<file path="src/rtl/btn_ctrl_pkg.sv">
// Shared types for the button event controller (LONG events exist only with LONG_PRESS_EN).
package btn_ctrl_pkg;

  typedef enum logic [1:0] {
    EVT_PRESS   = 2'd0,
    EVT_RELEASE = 2'd1,
    EVT_LONG    = 2'd2
  } evt_type_e;

  typedef enum logic [1:0] {
    S_LOW     = 2'd0,
    S_WAIT_HI = 2'd1,
    S_HIGH    = 2'd2,
    S_WAIT_LO = 2'd3
  } deb_state_e;

  // Width of a counter that must hold values 0..max_val.
  function automatic int unsigned cnt_width(input int unsigned max_val);
    return (max_val < 2) ? 1 : $clog2(max_val + 1);
  endfunction

endpackage

</file>
<file path="src/rtl/btn_debounce_ch.sv">
// One debounced button channel: level FSM plus stable-tick counter; long-press counter
// is built only when LONG_PRESS_EN is defined.
module btn_debounce_ch
  import btn_ctrl_pkg::*;
#(
  parameter int unsigned STABLE_TICKS = 3
`ifdef LONG_PRESS_EN
  ,
  parameter int unsigned LONG_TICKS   = 16
`endif
) (
  input  logic       clk,
  input  logic       reset,
  input  logic       btn,
  input  logic       tick,
  output logic       level,
  output logic       post,
  output logic [1:0] post_type
);

  localparam int unsigned SW = cnt_width(STABLE_TICKS);
  localparam logic [SW-1:0] STABLE_LAST = SW'(STABLE_TICKS - 1);

  localparam logic [1:0] ST_LOW     = 2'(S_LOW);
  localparam logic [1:0] ST_WAIT_HI = 2'(S_WAIT_HI);
  localparam logic [1:0] ST_HIGH    = 2'(S_HIGH);
  localparam logic [1:0] ST_WAIT_LO = 2'(S_WAIT_LO);

  logic [1:0]    state, state_nxt;
  logic [SW-1:0] cnt, cnt_nxt;
  logic          level_nxt;

`ifdef LONG_PRESS_EN
  localparam int unsigned LW = cnt_width(LONG_TICKS);
  localparam logic [LW-1:0] LONG_LAST = LW'(LONG_TICKS - 1);
  localparam logic [LW-1:0] LONG_SAT  = LW'(LONG_TICKS);

  logic [LW-1:0] long_cnt, long_cnt_nxt;

  always_ff @(posedge clk) begin
    if (reset) long_cnt <= '0;
    else       long_cnt <= long_cnt_nxt;
  end
`endif

  always_ff @(posedge clk) begin
    if (reset) begin
      state <= ST_LOW;
      cnt   <= '0;
      level <= 1'b0;
    end else begin
      state <= state_nxt;
      cnt   <= cnt_nxt;
      level <= level_nxt;
    end
  end

  // Next state; post is asserted on the same edge the level flips.
  always_comb begin
    state_nxt = state;
    cnt_nxt   = cnt;
    level_nxt = level;
    post      = 1'b0;
    post_type = EVT_PRESS;
`ifdef LONG_PRESS_EN
    long_cnt_nxt = long_cnt;
`endif
    case (state)
      ST_LOW: begin
        if (btn) begin
          state_nxt = ST_WAIT_HI;
          cnt_nxt   = '0;
        end
      end
      ST_WAIT_HI: begin
        if (!btn) begin
          state_nxt = ST_LOW;
        end else if (tick) begin
          if (cnt == STABLE_LAST) begin
            state_nxt = ST_HIGH;
            cnt_nxt   = '0;
            level_nxt = 1'b1;
            post      = 1'b1;
            post_type = EVT_PRESS;
`ifdef LONG_PRESS_EN
            long_cnt_nxt = '0;
`endif
          end else begin
            cnt_nxt = cnt + 1'b1;
          end
        end
      end
      ST_HIGH: begin
        if (!btn) begin
          state_nxt = ST_WAIT_LO;
          cnt_nxt   = '0;
        end
`ifdef LONG_PRESS_EN
        // Saturated counter stays put until the next PRESS re-arms it.
        else if (tick && (long_cnt != LONG_SAT)) begin
          if (long_cnt == LONG_LAST) begin
            long_cnt_nxt = LONG_SAT;
            post         = 1'b1;
            post_type    = EVT_LONG;
          end else begin
            long_cnt_nxt = long_cnt + 1'b1;
          end
        end
`endif
      end
      ST_WAIT_LO: begin
        if (btn) begin
          state_nxt = ST_HIGH;
        end else if (tick) begin
          if (cnt == STABLE_LAST) begin
            state_nxt = ST_LOW;
            cnt_nxt   = '0;
            level_nxt = 1'b0;
            post      = 1'b1;
            post_type = EVT_RELEASE;
          end else begin
            cnt_nxt = cnt + 1'b1;
          end
        end
      end
      default: state_nxt = ST_LOW;
    endcase
  end

endmodule

</file>
<file path="src/rtl/btn_event_ctrl.sv">
// Debounced multi-button event source with round-robin valid/ready event port.
// Define LONG_PRESS_EN to enable LONG events after LONG_TICKS ticks held.
module btn_event_ctrl
  import btn_ctrl_pkg::*;
#(
  parameter int unsigned N_BTN        = 4,
  parameter int unsigned TICK_DIV     = 2,
  parameter int unsigned STABLE_TICKS = 3,
  parameter int unsigned LONG_TICKS   = 16
) (
  input  logic                     clk,
  input  logic                     reset,
  input  logic [N_BTN-1:0]         btn,
  output logic [N_BTN-1:0]         level,
  output logic                     evt_valid,
  input  logic                     evt_ready,
  output logic [$clog2(N_BTN)-1:0] evt_id,
  output logic [1:0]               evt_type,
  output logic                     evt_drop
);

  localparam int unsigned ID_W = $clog2(N_BTN);

  if (N_BTN < 2 || TICK_DIV < 1 || STABLE_TICKS < 1 || LONG_TICKS < 1) begin : g_bad_cfg
    $error("btn_event_ctrl: unsupported parameter set");
  end

  logic [TICK_DIV-1:0] pre_cnt;
  logic                tick;

  logic [N_BTN-1:0] post;
  logic [1:0]       post_type [N_BTN];
  logic [N_BTN-1:0] pend_valid;
  logic [1:0]       pend_type [N_BTN];
  logic [N_BTN-1:0] drop_hit;
  logic [N_BTN-1:0] gnt_mask;

  logic            load, found, grant;
  logic [ID_W-1:0] gnt_id, rr_ptr;
  int unsigned     idx;

  // Shared prescaler: one tick every 2**TICK_DIV cycles.
  always_ff @(posedge clk) begin
    if (reset) pre_cnt <= '0;
    else       pre_cnt <= pre_cnt + 1'b1;
  end

  assign tick = (pre_cnt == '0);

  for (genvar i = 0; i < N_BTN; i++) begin : g_ch
    btn_debounce_ch #(
      .STABLE_TICKS(STABLE_TICKS)
`ifdef LONG_PRESS_EN
      ,
      .LONG_TICKS  (LONG_TICKS)
`endif
    ) u_ch (
      .clk      (clk),
      .reset    (reset),
      .btn      (btn[i]),
      .tick     (tick),
      .level    (level[i]),
      .post     (post[i]),
      .post_type(post_type[i])
    );

    // A new post always wins the slot; the arbiter has already copied the old entry if granted.
    always_ff @(posedge clk) begin
      if (reset) begin
        pend_valid[i] <= 1'b0;
        pend_type[i]  <= EVT_PRESS;
      end else if (post[i]) begin
        pend_valid[i] <= 1'b1;
        pend_type[i]  <= post_type[i];
      end else if (gnt_mask[i]) begin
        pend_valid[i] <= 1'b0;
      end
    end

    assign drop_hit[i] = post[i] & pend_valid[i] & ~gnt_mask[i];
  end

  // Round-robin search from rr_ptr over the registered pending slots.
  always_comb begin
    load   = !evt_valid || evt_ready;
    found  = 1'b0;
    gnt_id = '0;
    idx    = 0;
    for (int unsigned k = 0; k < N_BTN; k++) begin
      idx = (32'(rr_ptr) + k) % N_BTN;
      if (!found && pend_valid[ID_W'(idx)]) begin
        found  = 1'b1;
        gnt_id = ID_W'(idx);
      end
    end
    grant = found && load;
  end

  assign gnt_mask = grant ? (N_BTN'(1) << gnt_id) : '0;

  always_ff @(posedge clk) begin
    if (reset) begin
      evt_valid <= 1'b0;
      evt_id    <= '0;
      evt_type  <= EVT_PRESS;
      evt_drop  <= 1'b0;
      rr_ptr    <= '0;
    end else begin
      evt_drop <= |drop_hit;
      if (load) begin
        evt_valid <= found;
        if (found) begin
          evt_id   <= gnt_id;
          evt_type <= pend_type[gnt_id];
          rr_ptr   <= (gnt_id == ID_W'(N_BTN - 1)) ? '0 : gnt_id + 1'b1;
        end
      end
    end
  end

endmodule

</file>
<file path="config.mk">
export PLATFORM = sky130hd
export DESIGN_NAME = btn_event_ctrl
export DESIGN_NICKNAME = d
export VERILOG_FILES = /design/src/rtl/btn_ctrl_pkg.sv /design/src/rtl/btn_debounce_ch.sv /design/src/rtl/btn_event_ctrl.sv
export SDC_FILE = /design/constraint.sdc
export NUM_CORES = 1
export LEC_CHECK = 0
export CORE_MARGIN = 1.5
export CORE_UTILIZATION = 30
export DETAILED_ROUTE_END_ITERATION = 16
export SLEW_MARGIN = 20
export SYNTH_ARGS = -nofsm -noshare
export SYNTH_HDL_FRONTEND = slang
export SYNTH_SLANG_ARGS = --single-unit
export TNS_END_PERCENT = 30
</file>
<file path="constraint.sdc">
create_clock -name clk -period 1.76 [get_ports clk]
set_clock_uncertainty 0.2 [all_clocks]
set_input_delay 0.264 -clock clk [delete_from_list [all_inputs] [get_ports clk]]
set_output_delay 0.264 -clock clk [all_outputs]
set_load 0.02 [all_outputs]
</file>
# Word level (Yosys, flattened, before mapping)
# Memories as Yosys holds them, arrays and structs flattened. A register that Yosys moved wholly into a read port is not among the register bits.
# Index checks and enable logic that the tools add are counted.
# word_totals
mem_bits_rw	8
inputBits	7
elab_cells	325
output_inout_bits	10
n_memories	1
regBits	32
# classes
eq_ne	65
n_addsub	9
reduce_logical	36
order_cmp	4
mux	172
n_bitwise	16
shift	1
# mem_list
name	depth	word_bits	rd	rd_ports_with_merged_regs	write_ports	line	text
pend_type	4	2	1	1	4	btn_event_ctrl.sv:34	logic [1:0] pend_type [N_BTN];
# op_table
operator	n
2-to-1 mux 2 bit	77
2-to-1 mux 1 bit	74
case mux 2 bit (4 select lines)	8
inequality test 2 bit, second input constant	22
inequality test 3 x 2 -> 1 bit, second input constant	10
AND reduction 7 bit	4
== test 2 bit, second input constant	13
AND reduction 6 bit	4
inequality test 2 x 1 -> 1 bit, second input constant	10
inequality test 3 bit, second input constant	6
case mux 1 bit (2 select lines)	8
AND reduction 4 bit	4
nonzero test 2 bit	8
adder 2 x 1 -> 2 bit, second input constant	7
less-than comparator 2 x 3 -> 1 bit, second input constant	4
zero test 2 bit	5
bitwise AND 1 bit	8
binary-select mux 1 bit (select 2 bit)	4
== test 2 x 1 -> 1 bit, second input constant	4
adder 2 bit, second input constant	2
logical AND 1 bit	4
zero test 1 bit	4
2-to-1 mux 4 bit	1
NOT 1 bit	4
5 further kinds	8

# Logic depth before layout (Yosys ltp)
# Gate-level depths: netlist of the first run.
# logic_depth
word_depth	17
mapped_depth	9
ltp_nobuf	8

# By module
# A second synthesis of the first run with hierarchy kept.
# unflattened
cells_unflattened	213
area_unflattened_um2	2135.8
# modules_own_cells
module	cells_each	instances	area_each_um2
btn_debounce_ch	29	4	267.8
btn_event_ctrl	97	1	1064.8

# Least setup slack after synthesis of the first run
# OpenSTA, ideal clock, no wires.
# synth_path
path_type	register -> register
start	register pend_valid[3]
end	register evt_type[0], read port of pend_type
stages_incl_launch_ff	6
arrival_time_ns	1.567
setup_time_ns	0.123
required_ns	1.437
path_slack_ns	-0.129
path_cell_list	dfxtp_1 > mux2i_1 > a221oi_4 > mux2i_1 > nor4_1 > a311o_2
# synth_between
elab_chain_len	13
# synth_lines
item	line	text
start, declared	btn_event_ctrl.sv:33	logic [N_BTN-1:0] pend_valid;
start signal, assigned by index	btn_event_ctrl.sv:70	pend_valid[i] <= 1'b0;
start signal, assigned by index	btn_event_ctrl.sv:73	pend_valid[i] <= 1'b1;
start signal, assigned by index	btn_event_ctrl.sv:76	pend_valid[i] <= 1'b0;
binary-select mux 1 bit (select 2 bit)	btn_event_ctrl.sv:91	if (!found && pend_valid[ID_W'(idx)]) begin
2-to-1 mux 1 bit (not written as such)	btn_event_ctrl.sv:91	
2-to-1 mux 1 bit	btn_event_ctrl.sv:91	
zero test 1 bit	btn_event_ctrl.sv:91	
logical AND 1 bit	btn_event_ctrl.sv:91	
2-to-1 mux 1 bit	btn_event_ctrl.sv:91	
zero test 1 bit	btn_event_ctrl.sv:91	
logical AND 1 bit	btn_event_ctrl.sv:91	
2-to-1 mux 1 bit	btn_event_ctrl.sv:91	
zero test 1 bit	btn_event_ctrl.sv:91	
logical AND 1 bit	btn_event_ctrl.sv:91	
2-to-1 mux 1 bit	btn_event_ctrl.sv:91	
AND reduction 2 bit (no source line)	n/a	
end, declared	btn_event_ctrl.sv:18	output logic [1:0] evt_type,
# Several ways; a longest one is shown, not always the timed one. The select of a mux whose other input is x is not followed.
# A chain may end at the register's enable or synchronous reset.

# Worst setup path after layout of the first run
# layout_path
start	register rr_ptr[1]
end	register evt_type[0], read port of pend_type
# layout_between
elab_chain_len	13
# layout_lines
item	line	text
start, declared	btn_event_ctrl.sv:39	logic [ID_W-1:0] gnt_id, rr_ptr;
start signal, assigned	btn_event_ctrl.sv:115	rr_ptr <= (gnt_id == ID_W'(N_BTN - 1)) ? '0 : gnt_id + 1'b1;
branches (longest 13 deep; another with adder 2 x 1 -> 2 bit)	n/a	
# Parallel ways; which one is timed is not known. The select of a mux whose other input is x is not followed.

==> results by group, run 1 <==
Cells and area
  • Most common cell after layout, fill and taps aside: buf_4
  • Post-synthesis to final-layout area growth: 33.3%
  • Commonest non-fill, non-tap cells in the layout: buf_4, dfxtp_1, nand2_1
  • Filler cells: 560
  • Diode count: 0
  • Fin util: 41.9%
  • Layout cells sized above 1: 24.3%
  • Final net count: 251

Hold path
  • Hold WC Path Type: register to register

Synthesis
  • Post-synth EDFFs: 4
  • Count of cell types in the netlist: 35
  • Synth Cell Area: 1740 um^2
  • Mean Syn Cell Area: 8.84 um^2
  • Cells after synthesis: 197
  • Synth Register Bits: 37
  • Synthesized net count: 206
  • Area contributors post-synth: dfxtp_1, edfxtp_1, a21oi_1
  • Yosys warnings: 0
  • Largest area contributor in the synthesized netlist: dfxtp_1
  • Area fraction of the dominant cell type after synthesis: 37.9%
  • Most used DFF post-synth: dfxtp_1
  • Sequential element share of the synthesized area: 44.8%
  • Async SR Flop Fraction: 0%

Global routing
  • Vias in the first global route: 1,467
  • Largest net degree at the start of global routing: 25
  • Initial antenna violation count: 0
  • First-pass GRT wire length: 6440 um
  • Grt total ovfl: 0
  • Total track usage: 13.1%

Clock network
  • Worst skew pair latency: 0.29 ns
  • Clock slew at reported path FFs: 0.07 ns
  • Clock Sinks: 37
  • H-tree Lvls: 2
  • Cts hold-fix bufs: 0
  • Root buffer cell: clkbuf_8
  • CTS Buf Count: 5
  • CTS tree: built
  • Clk buf depth: 2
  • Postcts setup bufs: 0

Worst setup path
  • Worst EP required: 1.74 ns
  • CP max-delay cell: dfxtp_2
  • Startpoint Class: register
  • Family with the most delay on the worst path: compound AO/OA/AOI/OAI gates
  • Worst path most repeated cell: mux2i_1
  • CP Cell Sequence: mux2i_1 -> a221oi_4 -> buf_6 -> mux2i_1 -> nor4_1 -> a311o_2
  • CP Buf/Inv Count: 1
  • Kind of critical path: register to register
  • CP arrival: 1.81 ns
  • CP Capture Type: register
  • Critical path fanouts, max: 5
  • CP max stage delay: 0.34 ns

STA
  • Peak Freq: 545 MHz
  • Setup ws final: -0.0742 ns
  • Final setup fails: 2
  • Tmin final: 1.83 ns
  • RSZ-0062 raised after global routing: true
  • Slew Viols, Final: 0
  • Fin crit share: 104%
  • Fin. Hold Viols: 0

Pwr
  • Net Sw Frac: 24.0%
  • Combinational share of power: 8.5%
  • Peak VDD IR: 347 uV
  • Clock Power Share: 36.2%
  • Sequential power share: 55.3%
  • Static Leak: 0.878 nW
  • Design Power: 1.59 mW
  • Int Pwr: 1.21 mW
  • Psw: 0.382 mW
  • Cell Pwr Density: 685 nW/um^2

Floorplanning
  • Top-Level Pins: 17
  • Die area: 6270 um^2
  • Initial Util: 31.4%
  • Std-Cell Rows: 27
  • Die W: 79.2 um
  • Die Ht: 79.2 um
  • Core area: 5540 um^2

Placed design
  • Port bufs: 15
  • Post-detail-place hpwl: 2670 um
  • Gpl congestion: 0.800

Drt
  • Post-Route WL: 3690 um
  • 1st-iter DRT viols: 76
  • Detailed Routing Iterations Pass 1: 4
  • Via count: 1,476
  • Post-DRT Antenna Nets: 0
  • Via-to-Cell Ratio: 4.69
  • Routed len/inst: 11.7 um
  • Remaining DRCs: 0

Run
  • Maxcap violations: 0

Run status
  • Violated checks: negative setup slack
  • Status: finished, violations left
-- routing by layer --
| layer | global-route usage [%] | wire, um |
|---|---|---|
| met5 | 0 | 0 |
| met3 | 4.37 | 158 |
| met4 | 5.26 | 76 |
| met1 | 16.4 | 1760 |
| met2 | 20.8 | 1700 |
-- final timing paths --
kind,startpoint,endpoint,slack (ns),cells past startpoint
worst min register to register,pre_cnt[0],pre_cnt[0],0.21,1
worst max-delay path,rr_ptr[1],evt_type[0],-0.07,6
worst max register to register,rr_ptr[1],evt_type[0],-0.07,6
worst min-delay path,pre_cnt[0],pre_cnt[0],0.21,1
-- power groups by stage --
stage               registers, mW  clock network [mW]  logic, mW
floorplan                   0.896                   0     0.0712
CTS                         0.880               0.600      0.133
global placement            0.899                   0      0.131
global route                0.881               0.637      0.150
detailed placement          0.900                   0      0.132
finish                      0.879               0.576      0.135
-- stage by stage --
step | area (um^2) | instances | hold WS [ns] | worst slack, ns | TNS, ns
final | 2320 | 315 | 0.215 | -0.0742 | -0.121
after global routing | 2320 | 315 | 0.217 | -0.166 | -0.396
after CTS | 2300 | 315 | 0.213 | -0.0675 | -0.137
after detailed placement | 2200 | 307 | 0.203 | -0.113 | -0.508
after global placement | 2200 | 307 | 0.203 | -0.0810 | -0.453
after floorplan | 1750 | 197 | 0.193 | -0.0428 | -0.0428
-- cell usage after synthesis, types with 4 or more instances --
| cell | count |
|---|---|
| dfxtp_1 | 33 |
| nand2_1 | 21 |
| o21ai_0 | 12 |
| edfxtp_1 | 4 |
| nor2_1 | 18 |
| nor2b_1 | 7 |
| nand3_1 | 6 |
| buf_4 | 6 |
| inv_1 | 9 |
| a21oi_1 | 19 |
| mux2i_1 | 8 |
| nor3b_1 | 4 |
| nor3_1 | 6 |
| clkbuf_1 | 4 |
-- timing repair --
| item | in CTS | in global routing |
|---|---|---|
| gates resized for setup | 2 | 12 |
| setup endpoints to repair | 3 | 19 |
| endpoints found under the hold margin | 0 | 0 |
| pin swaps | 1 | 2 |
-- layout make-up --
type / count / area [um^2] / share of cell area (%)
clock buffer: 6 / 72.6 / 3.12
clock inverter: 2 / 10.0 / 0.431
inverter: 9 / 33.8 / 1.45
multi-input combinational: 138 / 888 / 38.3
sequential: 37 / 788 / 33.9
tap: 72 / 90.1 / 3.88
timing repair buffer: 51 / 439 / 18.9
-- logic make-up after synthesis --
logic type	Yosys count	synth area share (%)
AO/OA/AOI/OAI	45	17.2
flip-flops	37	44.8
AND/OR/NAND/NOR	76	22.5
XOR/XNOR	5	2.51
multiplexers	9	5.24
other	1	0.215
adder cells (fa/ha/maj)	2	1.44
buffers and inverters	22	6.03
No activity file was read; power rests on OpenSTA's default activity.
==> inputs of run 2 (changes only) <==
--- a/config.mk
+++ b/config.mk
@@ -7,6 +7,7 @@
 export LEC_CHECK = 0
 export CORE_MARGIN = 1.5
 export CORE_UTILIZATION = 30
+export CTS_BUF_LIST = sky130_fd_sc_hd__clkbuf_8 sky130_fd_sc_hd__clkbuf_16
 export DETAILED_ROUTE_END_ITERATION = 16
 export SLEW_MARGIN = 20
 export SYNTH_ARGS = -nofsm -noshare
==> results by group, run 2 (synthesis results as in run 1) <==
Drt
  • Routed len/inst: 11.7 um (unchanged)
  • Via-to-Cell Ratio: 4.69 (unchanged)
  • Detailed Routing Iterations Pass 1: 4 (unchanged)
  • Via count: 1,476 (unchanged)
  • Post-Route WL: 3690 um (unchanged)
  • Post-DRT Antenna Nets: 0 (unchanged)
  • 1st-iter DRT viols: 76 (unchanged)
  • Remaining DRCs: 0 (unchanged)

Clock network
  • H-tree Lvls: 2 (unchanged)
  • CTS tree: built
  • Clock slew at reported path FFs: 0.07 ns (about the same)
  • Root buffer cell: clkbuf_8
  • Worst skew pair latency: 0.29 ns (about the same)
  • Clk buf depth: 2 (unchanged)
  • CTS Buf Count: 5 (unchanged)
  • Clock Sinks: 37 (unchanged)

Cells and area
  • Most common cell after layout, fill and taps aside: buf_4
  • Filler cells: 560 (unchanged)
  • Layout cells sized above 1: 24.3% (unchanged)
  • Final net count: 251 (unchanged)
  • Post-synthesis to final-layout area growth: 33.3% (unchanged)
  • Post-route non-filler standard cell count: 315 (unchanged)
  • Diode count: 0 (unchanged)
  • Commonest non-fill, non-tap cells in the layout: buf_4, dfxtp_1, nand2_1

Floorplanning
  • Die W: 79.2 um (unchanged)
  • Core area: 5540 um^2 (unchanged)
  • Top-Level Pins: 17 (unchanged)
  • Std-Cell Rows: 27 (unchanged)
  • Die Ht: 79.2 um (unchanged)
  • Initial Util: 31.4% (unchanged)
  • Die area: 6270 um^2 (unchanged)

STA
  • Fin. Hold Viols: 0 (unchanged)
  • Hold WS: 0.215 ns (+0.0000280 ns)
  • Tmin final: 1.83 ns (-0.000000100 ns)
  • Fin crit share: 104% (about the same)
  • Slew Viols, Final: 0 (unchanged)
  • Setup ws final: -0.0742 ns (+0.000000100 ns)
  • RSZ-0062 raised after global routing: true
  • Final setup fails: 2 (unchanged)
  • Peak Freq: 545 MHz (unchanged)

Worst setup path
  • CP Cell Sequence: mux2i_1 -> a221oi_4 -> buf_6 -> mux2i_1 -> nor4_1 -> a311o_2
  • Critical path fanouts, max: 5 (unchanged)
  • CP Capture Type: register
  • CP arrival: 1.81 ns (about the same)
  • Worst EP required: 1.74 ns (about the same)
  • R2R setup slack: -0.07 ns (about the same)
  • CP max-delay cell: dfxtp_2
  • Startpoint Class: register
  • CP max stage delay: 0.34 ns (about the same)
  • Reg2reg path depth: 6 (unchanged)
  • Worst path most repeated cell: mux2i_1
  • Kind of critical path: register to register
  • Worst Setup SP: rr_ptr[1]
  • Crit Reg-Reg Startpoint: rr_ptr[1]

Global routing
  • Initial antenna violation count: 0 (unchanged)
  • Grt total ovfl: 0 (unchanged)
  • Total track usage: 13.1% (unchanged)
  • Vias in the first global route: 1,467 (unchanged)
  • Largest net degree at the start of global routing: 25 (unchanged)
  • First-pass GRT wire length: 6440 um (unchanged)

Run status
  • Violated checks: negative setup slack
  • Status: finished, violations left

Pwr
  • Peak VDD IR: 347 uV (about the same)
  • Cell Pwr Density: 683 nW/um^2 (-0.34%)
  • Static Leak: 0.883 nW (+0.47%)

Placed design
  • Post-detail-place hpwl: 2670 um (unchanged)
  • Cell Count Post-Placement: 307 (unchanged)
  • Port bufs: 15 (unchanged)
  • Gpl congestion: 0.800 (unchanged)

Hold path
  • Hold Path Stages: 1 (unchanged)
  • Hold WC Path Type: register to register
  • Hold_sp: pre_cnt[0]

Run
  • Maxcap violations: 0 (unchanged)
[run 2: cell types whose count changed in the layout (fill, tap and decap cells not counted)]
cell,delta
inv_1,+1
clkbuf_1,-1
[run 2: power breakdown]
part	switching (mW)	leakage (nW)	internal, mW
logic	0.0679	0.522	0.0672
clock network	0.302	0.0491	0.269
registers	0.0126	0.311	0.866
total	0.383	0.883	1.20
[run 2: final timing paths]
path | end
max | evt_type[0]
min | pre_cnt[0]
max reg2reg | evt_type[0]
min reg2reg | pre_cnt[0]
[run 2: stage by stage]
stage	setup TNS [ns]	instance area, um^2	setup WS, ns	utilization (%)	power, mW
final	-0.121	2320	-0.0742	41.9	1.59
after global routing	-0.396	2320	-0.166	41.9	1.66
after CTS	-0.137	2300	-0.0675	41.5	1.61
after detailed placement	-0.508	2200	-0.113	39.8	1.03
after global placement	-0.453	2200	-0.0810	39.8	1.03
after floorplan	-0.0428	1750	-0.0428	-	0.967
[run 2: timing repair]
item,in CTS,in global routing
hold buffers,0,0
hold endpoints to repair,0,0
buffers inserted,0,0
gates resized for setup,2,12
pin swaps,1,2
setup endpoints to repair,3,19
[run 2: final cells by class]
class	instances	area [um^2]	area share [%]
sequential	37	788	33.9
inverter	9	33.8	1.45
clock inverter	3	13.8	0.593
clock buffer	5	68.8	2.96
tap	72	90.1	3.88
timing repair buffer	51	439	18.9
multi-input combinational	138	888	38.3
[run 2: worst max-delay path, delay by kind of cell, from the launching register on]
family                 cells  cell delay (ns)
AO/OA/AOI/OAI              2             0.63
flip-flops                 1             0.34
multiplexers               2             0.32
buffers and inverters      1             0.16
AND/OR/NAND/NOR            1             0.07
[run 2: layer usage]
| metal | part of all wire [%] | vias up | GRT usage (%) |
|---|---|---|---|
| li1 | - | 781 | - |
| met1 | 48 | 662 | 16.4 |
| met2 | 46 | 25 | 20.8 |
| met3 | 4.3 | 8 | 4.37 |
| met4 | 2.1 | 0 | 5.26 |
| met5 | 0 | - | 0 |
